[config.mk]
export PLATFORM = sky130hd
export DESIGN_NAME = regfile_writeback
export DESIGN_NICKNAME = d
export VERILOG_FILES = /design/src/rtl/regfile_writeback.sv
export SDC_FILE = /design/constraint.sdc
export NUM_CORES = 1
export LEC_CHECK = 0
export CAP_MARGIN = 5
export CORE_UTILIZATION = 55
export DETAILED_ROUTE_END_ITERATION = 8
export GPL_ROUTABILITY_DRIVEN = 0
export PLACE_DENSITY = 0.77
export SYNTH_ARGS = -nofsm -noshare
export SYNTH_HDL_FRONTEND = slang
export SYNTH_SLANG_ARGS = --single-unit
[constraint.sdc]
create_clock -name clk -period 13.3 [get_ports clk]
set_clock_uncertainty 0.1 [all_clocks]
set_input_delay 3.99 -clock clk [delete_from_list [all_inputs] [get_ports clk]]
set_output_delay 3.99 -clock clk [all_outputs]
set_load 0.05 [all_outputs]
[src/rtl/regfile_writeback.sv]
// rtl/regfile_writeback.sv - 4-entry writeback FIFO merging ALU and memory/FPU results
// into one register-file write port, with a combinational hazard query.
module regfile_writeback (
   input  logic        clk,
   input  logic        rst_n,
   input  logic        a_valid,
   output logic        a_ready,
   input  logic [5:0]  a_reg,
   input  logic        a_float,
   input  logic [31:0] a_data,
   input  logic        b_valid,
   output logic        b_ready,
   input  logic [5:0]  b_reg,
   input  logic        b_float,
   input  logic [31:0] b_data,
   output logic [5:0]  writeReg,
   output logic [31:0] writeData,
   output logic        regWrite,
   output logic        float,
   input  logic [5:0]  q_reg,
   input  logic        q_float,
   output logic        q_pending,
   output logic [31:0] q_data,
   output logic [2:0]  count
);

   typedef struct packed {
      logic [5:0]  rg;
      logic        fl;
      logic [31:0] data;
   } entry_t;

   entry_t      mem_q [4];
   logic [1:0]  wr_ptr_q, wr_ptr_d;
   logic [1:0]  rd_ptr_q, rd_ptr_d;
   logic [2:0]  count_q, count_d;
   logic        regwrite_q;
   logic [5:0]  wreg_q;
   logic [31:0] wdata_q;
   logic        wfloat_q;
   logic        a_push, b_push, pop;
   logic [1:0]  idx;

   assign a_ready = (count_q <= 3'd2);
   assign b_ready = (count_q <= 3'd3);

   // Integer register 0 is hardwired: results aimed at it are accepted and dropped.
   assign a_push = a_valid && a_ready && (a_float || (a_reg != 6'd0));
   assign b_push = b_valid && b_ready && (b_float || (b_reg != 6'd0));
   assign pop    = (count_q != 3'd0);

   always_comb begin
      wr_ptr_d = wr_ptr_q + 2'(a_push) + 2'(b_push);
      rd_ptr_d = rd_ptr_q + 2'(pop);
      count_d  = count_q + 3'(a_push) + 3'(b_push) - 3'(pop);
   end

   always_ff @(posedge clk) begin
      if (!rst_n) begin
         wr_ptr_q   <= 2'd0;
         rd_ptr_q   <= 2'd0;
         count_q    <= 3'd0;
         regwrite_q <= 1'b0;
         wreg_q     <= 6'd0;
         wdata_q    <= 32'd0;
         wfloat_q   <= 1'b0;
      end else begin
         wr_ptr_q <= wr_ptr_d;
         rd_ptr_q <= rd_ptr_d;
         count_q  <= count_d;
         if (pop) begin
            regwrite_q <= 1'b1;
            wreg_q     <= mem_q[rd_ptr_q].rg;
            wdata_q    <= mem_q[rd_ptr_q].data;
            wfloat_q   <= mem_q[rd_ptr_q].fl;
         end else begin
            regwrite_q <= 1'b0;
         end
      end
   end

   always_ff @(posedge clk) begin
      if (rst_n) begin
         if (a_push) mem_q[wr_ptr_q] <= '{rg: a_reg, fl: a_float, data: a_data};
         if (b_push) mem_q[wr_ptr_q + 2'(a_push)] <= '{rg: b_reg, fl: b_float, data: b_data};
      end
   end

   always_comb begin
      q_pending = 1'b0;
      q_data    = 32'd0;
      idx       = rd_ptr_q;
      if (regwrite_q && (wreg_q == q_reg) && (wfloat_q == q_float)) begin
         q_pending = 1'b1;
         q_data    = wdata_q;
      end
      // Walk oldest to youngest so the latest matching entry wins.
      for (int i = 0; i < 4; i++) begin
         idx = rd_ptr_q + 2'(i);
         if ((3'(i) < count_q) && (mem_q[idx].rg == q_reg) && (mem_q[idx].fl == q_float)) begin
            q_pending = 1'b1;
            q_data    = mem_q[idx].data;
         end
      end
      if (!q_float && (q_reg == 6'd0)) begin
         q_pending = 1'b0;
         q_data    = 32'd0;
      end
   end

   assign writeReg  = wreg_q;
   assign writeData = wdata_q;
   assign regWrite  = regwrite_q;
   assign float     = wfloat_q;
   assign count     = count_q;

endmodule

# [After elaboration in Yosys (flattened, before gate mapping)]
# Memory sizes are Yosys's and may differ from the RTL's. A register that Yosys moved wholly into a read port is not among the register bits.
# Index checks and enable logic that the tools add are counted.
[word_totals] reg_bits=47 ramBits=156 inputBits=89 wordCells=75 mem_count=1
[classes] n_addsub=9 n_lt_le_gt_ge=6 n_eq_ne=10 mux=20 n_reduce_logical=22
[mem_list] name="mem_q" words=4 word_bits=39 read_ports=4 rd_clocked_by_memory_dff=1 wr=2 line="33" text="entry_t mem_q [4];"
[op_table] cell="$mux 32" n=6
[op_table] cell="$eq 6x6->1" n=5
[op_table] cell="$logic_and 1x1->1" n=15
[op_table] cell="$mux 1" n=13
[op_table] cell="$reduce_bool 6->1" n=2
[op_table] cell="$add 2x1->2" n=3
[op_table] cell="$add 3x1->3" n=2
[op_table] cell="$le 3x2->1 const B" n=2
[op_table] cell="$logic_not 6->1" n=1
[op_table] cell="$lt 1x3->1 const A" n=2
[op_table] cell="$lt 2x3->1 const A" n=2
[op_table] cell="$eq 1x1->1" n=5
[op_table] cell="$add 2x2->2 const B" n=2
[op_table] cell="$reduce_bool 3->1" n=1
[op_table] cell="$sub 3x1->3" n=1
[op_table] cell="$add 2x1->2 const B" n=1
[op_table] cell="$logic_or 1x1->1" n=2
[op_table] cell="$mux 2" n=1
[op_table] cell="$logic_not 1->1" n=1

# [Longest topological paths before layout]
# Gate-level depths: netlist (run 1).
[depth] depth_word=9 depth_mapped=12 depth_no_buf=12

# [Worst setup path after synthesis (run 1)]
# Ideal clock, no wire load.
[synth_timing] path_type="input port to output port" startpoint="in q_reg[3]" endpoint="out q_data[5]" arrival_ns=8.045 required_ns=9.210 slack_ns=1.165 stages=8 path_buffers=2 path_cell_list="clkbuf_1 > xnor2_1 > or3_1 > a2111oi_4 > or4b_4 > buf_2 > nor2b_1 > a2111oi_0"
[synth_via] elab_chain_cells=9
[synth_lines] element="start, declared" line="20" text="input logic [5:0] q_reg,"
[synth_lines] element="$eq 6x6->1" line="93" text="if (regwrite_q && (wreg_q == q_reg) && (wfloat_q == q_float)) begin"
[synth_lines] element="$logic_and 1x1->1 (2 in a row)" line="93"
[synth_lines] element="$mux 32" line="93"
[synth_lines] element="$mux 32 (4 in a row)" line="100" text="if ((3'(i) < count_q) && (mem_q[idx].rg == q_reg) && (mem_q[idx].fl == q_float)) begin"
[synth_lines] element="$mux 32 *" line="105" text="if (!q_float && (q_reg == 6'd0)) begin"
[synth_lines] element="end, declared" line="23" text="output logic [31:0] q_data,"
# Every way passes the cells marked *; elsewhere a longest branch is shown, timed or not.

# [Final worst setup path (run 1)]
[layout_timing] startpoint="in q_reg[3]" endpoint="out q_data[11]"
# The elaborated chain is that of the path after synthesis.

==> impl_metrics.ini, run 1 <==
[synthesis]
synth_top_area_share = 0.3337
synth_area_leaders = edfxtp_1, mux2_2, mux2i_1, dfxtp_1, nand2_1
yosys.area.top_type = edfxtp_1
synth_edf_count = 156
ys_seq_area_frac = 0.4007
synth_flop_cell = edfxtp_1
syn-num-nets = 1411
yosysWarnings = 0
synthCells = 1314
ys_types = 53
ys_ff_latch = 203
async_reset_ff_frac = 0
synthesis.area_sq_um = 14040
avgSynthCellArea_sq_um = 10.68

[critical_path]
worstPathRequired_ns = 9.21
critPathKind = primary input to primary output
startpoint = q_reg[3]
r2r_start = count[2]
worstPathMaxFanout = 17
end_kind = primary output
arrival_ns = 8.39
critPathLaunchType = primary input

[pwr]
power_frac_clock = 0.194
ir_drop_v = 0.0001335
power_density_nw_per_um2 = 196.8
p_sw_mw = 1.398
leakagePower_nw = 5.677
p_comb_frac = 0.494
intPower_mw = 1.886
p_sw_frac = 0.4256
pwr-share-seq = 0.312

[global_route]
gr-total-overflow = 0
grt_pass1_wl_um = 60530
antenna_found_initial = 3
grt_pass1_vias = 10970
grt.total_usage = 0.2998
grt_max_degree = 71

[sta]
setup_tns_ns = 0
max_freq_mhz = 80.12
fin_hold_ws_ns = 0.3873
rsz0062_at_grt = no
setup_viol = 0
timing.final.ws_setup_ns = 0.8181
period_needed_ns = 12.48
period_share = 0.9385
maxSlewHeadroom = 0.3133
hold_viol = 0
tightest_slew_ns = 1.024
drv_slew = 0

[final_layout]
syn2layout_area_growth_pct = 18.82
drive_gt1_frac = 0.2133
finish.instance_area_sq_um = 16680
antenna_cells = 0
final_core_util = 0.6644
finish.net_count = 1520
layout_common_cells = mux2_2, mux2i_1, clkdlybuf4s50_1
final_common_cell = mux2_2
fillers = 1963

[place]
io_buffers = 166
hpwl_um = 25220
pre_cts_ws_ns = 0.9279
place_area_sq_um = 15920

[clocking]
clk_latency_ns = 0.51
post_cts_resized = 0
hold_buffers = 0
h-tree-depth = 1
clk_pin_slew_worst_paths_ns = 0.06
cts_tree = yes
cts-root-buf = clkbuf_16
postCtsSetupRepairBufs = 0
clock_path_buffers = 3
cts_sinks = 203
cts_made_buffers = 23

[detailed_routing]
viasPerCell = 6.314
vias = 11170
routed_wl_um = 39290
drtIter0Drc = 1013
dr.pass1.iters = 5
wl_per_cell_um = 22.21
postRouteAntennaNets = 0
drc_errors = 0

[floorplanning]
core_area_sq_um = 25110
die_y_um = 161.8
rows = 58
fp.dieArea_sq_um = 26170
die_w_um = 161.8
io_pins = 167
start_util = 0.5591

[run]
max_cap_violations = 0

[hold_path]
hold_class = register to register
hold_start = writeData[27]

[outcome]
status = completed
state kept, by name (all words and copies together) (netlist names):
| register | flops |
|---|---|
| count | 3 |
| float | 1 |
| mem_q | 156 |
| rd_ptr_q | 2 |
| regWrite | 1 |
| wr_ptr_q | 2 |
| writeData | 32 |
| writeReg | 6 |
cell type report:
class	count	area (sq um)	area share
multi-input combinational	982	7929	0.4753
timing repair buffer	197	1889	0.1133
clock inverter	10	102.6	0.006150
clock buffer	31	655.6	0.03930
inverter	16	60.06	0.003600
tap	330	412.9	0.02475
sequential	203	5633	0.3377
Yosys cell counts (32+ instances only):
library cell  instances
a21oi_1              66
nand2_1             155
edfxtp_1            156
mux2i_1             168
dfxtp_1              47
nand3b_1             32
o21ai_0              39
and2_1               45
mux2_2              205
clkbuf_1             67
final timing paths:
path / endpoint / slack (ns) / cells past startpoint
max: q_data[11] / 0.82 / 9
min: writeData[27] / 0.39 / 2
max reg2reg: mem_q[0][0] / 9.12 / 10
min reg2reg: writeData[27] / 0.39 / 2
critical path, cell delays in order:
cell,delay [ns]
clkdlybuf4s50_1,0.69
xor2_1,0.29
nand3_1,0.17
a2111oi_4,0.89
or2_2,0.52
buf_4,0.35
a21oi_1,0.07
a211oi_1,0.49
clkdlybuf4s50_1,0.91
kinds of logic after synthesis:
family | after synthesis | synth area share
mux | 385 | 0.3034
simple gates | 333 | 0.1250
compound gates | 221 | 0.1023
flops | 203 | 0.4007
buf+inv | 129 | 0.03850
xor+xnor | 35 | 0.02183
fa+ha+maj | 8 | 0.008199
power by group through the flow:
stage	clock [mW]	sequential, mW	combinational, mW
after floorplan	0	1.17	1.00
after global placement	0	1.03	1.58
after detailed placement	0	1.03	1.60
after CTS	0.643	1.02	1.61
after global routing	0.666	1.04	1.72
final	0.636	1.03	1.62
layer usage:
| metal | up-vias | global-route usage | wire length [um] |
|---|---|---|---|
| met5 | - | 0 | 27 |
| met4 | 4 | 0.09691 | 1064 |
| met3 | 80 | 0.04469 | 3412 |
| met2 | 546 | 0.5144 | 19110 |
| met1 | 5399 | 0.3879 | 15680 |
| li1 | 5141 | - | - |
through the flow:
stage          power (mW)  std cells
3_5_place_dp        2.639       1728
2_1_floorplan       2.173       1314
6_report            3.283       1769
3_3_place_gp        2.602       1728
5_1_grt             3.433       1769
4_1_cts             3.279       1769
Power figures use the tool's default switching activity.
==> inputs of run 2 (changes only) <==
--- a/config.mk
+++ b/config.mk
@@ -5,7 +5,6 @@
 export SDC_FILE = /design/constraint.sdc
 export NUM_CORES = 1
 export LEC_CHECK = 0
-export CAP_MARGIN = 5
 export CORE_UTILIZATION = 55
 export DETAILED_ROUTE_END_ITERATION = 8
 export GPL_ROUTABILITY_DRIVEN = 0
==> results of run 2 <==
The final DEF is identical to that of run 1; final timing and power are the same.
